===== src/rtl/cci_mpf_edge_fiu_c0_buf.sv =====
// Last MPF stage on the C0 read-request path: FIFO-buffers requests, strips the
// MPF header extension and issues base requests to the FIU when it has room.
module cci_mpf_edge_fiu_c0_buf #(
    parameter int unsigned N_ENTRIES = 16,
    parameter int unsigned THRESHOLD = 8,
    // Request layout: {hdr.ext[2:0], hdr.base[61:0], rdValid}
    // hdr.base = {req_type[3:0], address[41:0], mdata[15:0]}
    // hdr.ext bit 0 = addrIsVirtual
    localparam int unsigned BASE_HDR_W = 62,
    localparam int unsigned EXT_W      = 3,
    localparam int unsigned MPF_W      = 1 + BASE_HDR_W + EXT_W,
    localparam int unsigned CCI_W      = 1 + BASE_HDR_W,
    localparam int unsigned PTR_W      = $clog2(N_ENTRIES),
    localparam int unsigned CNT_W      = PTR_W + 1
) (
    input  logic             clk,
    input  logic             reset,
    input  logic [MPF_W-1:0] afu_c0Tx,
    output logic             afu_c0TxAlmFull,
    output logic [CCI_W-1:0] fiu_c0Tx,
    input  logic             fiu_c0TxAlmFull,
    output logic             err_virtAddr,
    output logic             err_overflow,
    output logic [15:0]      drop_count,
    output logic [CNT_W-1:0] occupancy
);

    localparam logic [CNT_W-1:0] FULL_CNT = CNT_W'(N_ENTRIES);
    localparam logic [CNT_W-1:0] ALM_CNT  = CNT_W'(N_ENTRIES - THRESHOLD);

    // Request field extraction
    logic                  in_valid;
    logic                  in_virtual;
    logic [BASE_HDR_W-1:0] in_base_hdr;

    assign in_valid    = afu_c0Tx[0];
    assign in_base_hdr = afu_c0Tx[BASE_HDR_W:1];
    assign in_virtual  = afu_c0Tx[BASE_HDR_W+1];

    // FIFO storage and state
    logic [BASE_HDR_W-1:0] mem [N_ENTRIES];
    logic [PTR_W-1:0]      wr_ptr_q, wr_ptr_d;
    logic [PTR_W-1:0]      rd_ptr_q, rd_ptr_d;
    logic [CNT_W-1:0]      occ_q, occ_d;
    logic [CCI_W-1:0]      out_q, out_d;
    logic                  alm_full_q, alm_full_d;
    logic                  err_va_q, err_va_d;
    logic                  err_ovf_q, err_ovf_d;
    logic [15:0]           drop_cnt_q, drop_cnt_d;

    // Per-cycle decisions
    logic deq;
    logic full;
    logic enq;
    logic va_drop;
    logic ovf_drop;

    always_comb begin
        deq      = (occ_q != '0) && !fiu_c0TxAlmFull;
        // A dequeue in the same cycle frees the slot, so full only counts without one.
        full     = (occ_q == FULL_CNT) && !deq;
        va_drop  = in_valid && in_virtual;
        ovf_drop = in_valid && !in_virtual && full;
        enq      = in_valid && !in_virtual && !full;
    end

    always_comb begin
        wr_ptr_d = wr_ptr_q;
        rd_ptr_d = rd_ptr_q;
        occ_d    = occ_q;

        if (enq) begin
            wr_ptr_d = wr_ptr_q + PTR_W'(1);
        end
        if (deq) begin
            rd_ptr_d = rd_ptr_q + PTR_W'(1);
        end
        occ_d = occ_q + CNT_W'(enq) - CNT_W'(deq);
    end

    always_comb begin
        out_d = '0;
        if (deq) begin
            out_d = {mem[rd_ptr_q], 1'b1};
        end
    end

    always_comb begin
        alm_full_d = (occ_d >= ALM_CNT);
        err_va_d   = err_va_q | va_drop;
        err_ovf_d  = err_ovf_q | ovf_drop;
        drop_cnt_d = drop_cnt_q;
        if ((va_drop || ovf_drop) && (drop_cnt_q != 16'hFFFF)) begin
            drop_cnt_d = drop_cnt_q + 16'd1;
        end
    end

    always_ff @(posedge clk or posedge reset) begin
        if (reset) begin
            wr_ptr_q   <= '0;
            rd_ptr_q   <= '0;
            occ_q      <= '0;
            out_q      <= '0;
            alm_full_q <= 1'b0;
            err_va_q   <= 1'b0;
            err_ovf_q  <= 1'b0;
            drop_cnt_q <= '0;
        end else begin
            wr_ptr_q   <= wr_ptr_d;
            rd_ptr_q   <= rd_ptr_d;
            occ_q      <= occ_d;
            out_q      <= out_d;
            alm_full_q <= alm_full_d;
            err_va_q   <= err_va_d;
            err_ovf_q  <= err_ovf_d;
            drop_cnt_q <= drop_cnt_d;
        end
    end

    // Storage needs no reset: pointers and occupancy define validity.
    always_ff @(posedge clk) begin
        if (enq) begin
            mem[wr_ptr_q] <= in_base_hdr;
        end
    end

    assign fiu_c0Tx        = out_q;
    assign afu_c0TxAlmFull = alm_full_q;
    assign err_virtAddr    = err_va_q;
    assign err_overflow    = err_ovf_q;
    assign drop_count      = drop_cnt_q;
    assign occupancy       = occ_q;

endmodule


===== config.mk =====
export PLATFORM = sky130hd
export DESIGN_NAME = cci_mpf_edge_fiu_c0_buf
export DESIGN_NICKNAME = d
export VERILOG_FILES = /design/src/rtl/cci_mpf_edge_fiu_c0_buf.sv
export SDC_FILE = /design/constraint.sdc
export NUM_CORES = 1
export LEC_CHECK = 0
export CORE_MARGIN = 8
export CORE_UTILIZATION = 50
export DETAILED_ROUTE_END_ITERATION = 8
export GPL_TIMING_DRIVEN = 0
export MAX_ROUTING_LAYER = met4
export PLACE_DENSITY = 0.65
export RECOVER_POWER = 100
export SETUP_SLACK_MARGIN = 0.2
export SYNTH_ARGS = -nofsm -noshare
export SYNTH_HDL_FRONTEND = slang
export SYNTH_SLANG_ARGS = --single-unit
export TNS_END_PERCENT = 10

===== constraint.sdc =====
create_clock -name clk -period 6.7 [get_ports clk]
set_input_delay 0.67 -clock clk [delete_from_list [all_inputs] [get_ports clk]]
set_output_delay 0.67 -clock clk [all_outputs]
set_load 0.1 [all_outputs]

==> results.ini <==
[clocking]
clk-insertion-delay-late_ns=0.68
cts_tree=built
path_clk_slew_ns=0.06
numCtsBuffers=107
cts_resized=0
cts_post_setup_buffers_inserted=0
clock_root_buffer_master=sky130_fd_sc_hd__clkbuf_16
cts_hold_buf=0
clk_path_buf_depth=3
cts_max_level=3
cts_sinks=1087

[floorplanning]
ios=156
die-width_microns=302.1
core_area_sq_um=81580
start_util_pct=50.17
fp.dieArea_sq_um=91280
vertical_die_dimension_microns=302.1
num_rows=105

[critical_path]
path_class=reg -> reg
setup.worst_path.start_class=register
worstSetupEndpointType=register
timing.critical_path.arrival_ns=5.08
timing.critical_path.cells=inv_1, ha_1, nor3b_1, a311oi_1, nand2_1, nor2_1, clkbuf_1
worst_r2r_setup_slack_ns=1.88
critical_path_peak_fanout=20
cp_data_required_time_ns=6.96
timing.critical_path.slowest_stage_cell=sky130_fd_sc_hd__clkbuf_1
timing.critical_path.slowest_cell_delay_ns=1.18

[drt]
postRouteAntennaNets=0
wirelength_microns=92070
dr.pass1.iters=6
routed_wire_length_per_instance_microns=28.41
via_count=18948
route.detailed.drc=0
viasPerCell=5.846
detail_route.iter0.violations=1784

[run_status]
outcome=finished, violations left
failing_checks=max-capacitance violations, max-slew violations

[sta]
post-route-period-util_pct=71.96
worst_pin_slew_ns=2.603
finalHoldViolCount=0
finClkSkew_ns=0.03152
grt_setup_unrepaired=false
finalMaxSlewViolations=195
slew_hr_pct=-74.19
min_period_ns=4.822
timing.final.setup_violations=0
clock.fmax_ghz=0.2074
timing.final.ws_setup_ns=1.878

[grt]
via_count_of_the_first_global_routing_pass=20328
global_route.usage.met1_pct=26.72
wire_length_of_the_first_global_routing_pass_microns=135800
busiest_layer=met2
pin_count_of_the_biggest_net_entering_global_routing=61
met2_usage_pct=35.24
globalRouteTotalUtil_pct=21.04
grt_use_met3_pct=3.484
antenna_violations_before_repair=16
overflow=0

[synth]
synth_seq_area_share_pct=78.58
synth-seq-cells=1087
synth_flop_cell=sky130_fd_sc_hd__edfxtp_1
ys_async_sr_fraction_pct=8.740
synth-edff-count=992
yosys.cell_types.count=42
synthCells=1746
syn_nets=1828
synthesis.area_sq_um=40930
yosys_warnings=0
syn-mean-instance-area_sq_um=23.44

[finish]
finish.utilization_pct=59.07
final_net_count=2151
layout-area-overhead-vs-synth_pct=17.73
drive_above_1_share_pct=24.36

[placed_design]
io_buffers=153
detailedPlace.worstSlack_ns=2.730
place_hpwl_microns=58310
gp_congestion=0.7515

[job]
max-cap-violations=11

[pwr]
ir_worst_vdd_mv=0.2553
leakage_nw=16.13
powerDensity_nw_per_um2=426.7
report.power.total_mw=20.56

[worst_hold_path]
min-delay-path-class=reg -> reg

## worst max-delay path: cells and delay by family (launching register included)
kind / cells / cell delay (ns)
AND/OR/NAND/NOR: 3 / 1.67
buffers and inverters: 2 / 1.25
AO/OA/AOI/OAI: 1 / 0.91
flip-flops: 1 / 0.36
adder cells (fa/ha/maj): 1 / 0.20
## per-stage QoR
step,hold slack [ns],setup TNS [ns],instances,instance area [sq um]
2_1_floorplan,0.5047,-37.07,1746,40940
3_3_place_gp,0.4391,-2273.08,2969,43810
3_5_place_dp,0.4434,0,3030,44990
4_1_cts,0.4239,0,3233,48590
5_1_grt,0.4657,0,3240,48190
6_report,0.4485,0,3241,48190
## cells by family after synthesis
family | Yosys count | synth area share (%)
AO/OA/AOI/OAI | 74 | 1.195
XOR/XNOR | 24 | 0.5135
adder cells (fa/ha/maj) | 13 | 0.4157
buffers and inverters | 99 | 1.504
flip-flops | 1087 | 78.58
multiplexers | 374 | 16.73
AND/OR/NAND/NOR | 75 | 1.058
## synth_stat cells, types with 12 or more instances
master / count / area, sq um
sky130_fd_sc_hd__buf_2: 48 / 240.2
sky130_fd_sc_hd__buf_6: 24 / 270.3
sky130_fd_sc_hd__dfrtp_1: 95 / 2377
sky130_fd_sc_hd__edfxtp_1: 992 / 29790
sky130_fd_sc_hd__ha_1: 12 / 150.1
sky130_fd_sc_hd__mux2i_1: 124 / 1241
sky130_fd_sc_hd__mux4_2: 248 / 5585
sky130_fd_sc_hd__nand2_1: 14 / 52.55
sky130_fd_sc_hd__nor2_1: 17 / 63.81
sky130_fd_sc_hd__nor3_1: 14 / 70.07
sky130_fd_sc_hd__o22ai_1: 62 / 387.9
sky130_fd_sc_hd__xor2_1: 19 / 166.4
## sequential cells by signal (all words and copies together), names as in the netlist
register         cells
err_virtAddr         1
occupancy            5
mem                992
err_overflow         1
fiu_c0Tx            63
wr_ptr_q             4
drop_count          16
rd_ptr_q             4
afu_c0TxAlmFull      1
## final timing paths
check                              from  cells after the start           end
setup / recovery           occupancy[2]                      7   mem[12][44]
hold / removal             err_virtAddr                      1  err_virtAddr
setup reg to reg           occupancy[2]                      7   mem[12][44]
hold reg to reg            err_virtAddr                      1  err_virtAddr
max in group asynchronous         reset                      3  fiu_c0Tx[47]
min in group asynchronous         reset                      2   fiu_c0Tx[7]
## layout by cell type, fill, tap and decap left out, types with 12 or more instances in the layout
cell,count
sky130_fd_sc_hd__mux4_2,248
sky130_fd_sc_hd__buf_6,28
sky130_fd_sc_hd__dlygate4sd3_1,151
sky130_fd_sc_hd__mux2i_1,124
sky130_fd_sc_hd__nor3_1,14
sky130_fd_sc_hd__dfrtp_1,95
sky130_fd_sc_hd__clkbuf_1,63
sky130_fd_sc_hd__o22ai_1,62
sky130_fd_sc_hd__nand2_1,14
sky130_fd_sc_hd__buf_12,22
sky130_fd_sc_hd__buf_2,40
sky130_fd_sc_hd__bufinv_16,12
sky130_fd_sc_hd__edfxtp_1,992
sky130_fd_sc_hd__clkinv_2,22
sky130_fd_sc_hd__clkbuf_16,108
sky130_fd_sc_hd__xor2_1,19
sky130_fd_sc_hd__nor2_1,12
sky130_fd_sc_hd__ha_1,12
## layer usage
layer	vias to the layer above	wire length [microns]
met3	143	5647
met5	-	0
met2	630	47760
li1	8043	-
met4	0	2106
met1	10132	36550
## cell type report
type / count / area, sq um
Clock inverter: 63 / 681.9
Tap cell: 1070 / 1339
Sequential cell: 1087 / 32170
Fill cell: 5711 / 33390
Timing Repair Buffer: 214 / 2344
Buffer: 88 / 556.8
Multi-Input combinational cell: 560 / 8119
Antenna cell: 8 / 20.02
Inverter: 11 / 42.54
Clock buffer: 140 / 2923
## power by group
group	internal, mW	switching (mW)
clock network	3.55	2.53
logic	2.41	3.99
registers	7.93	0.154
No activity file was read; power rests on OpenSTA's default activity.
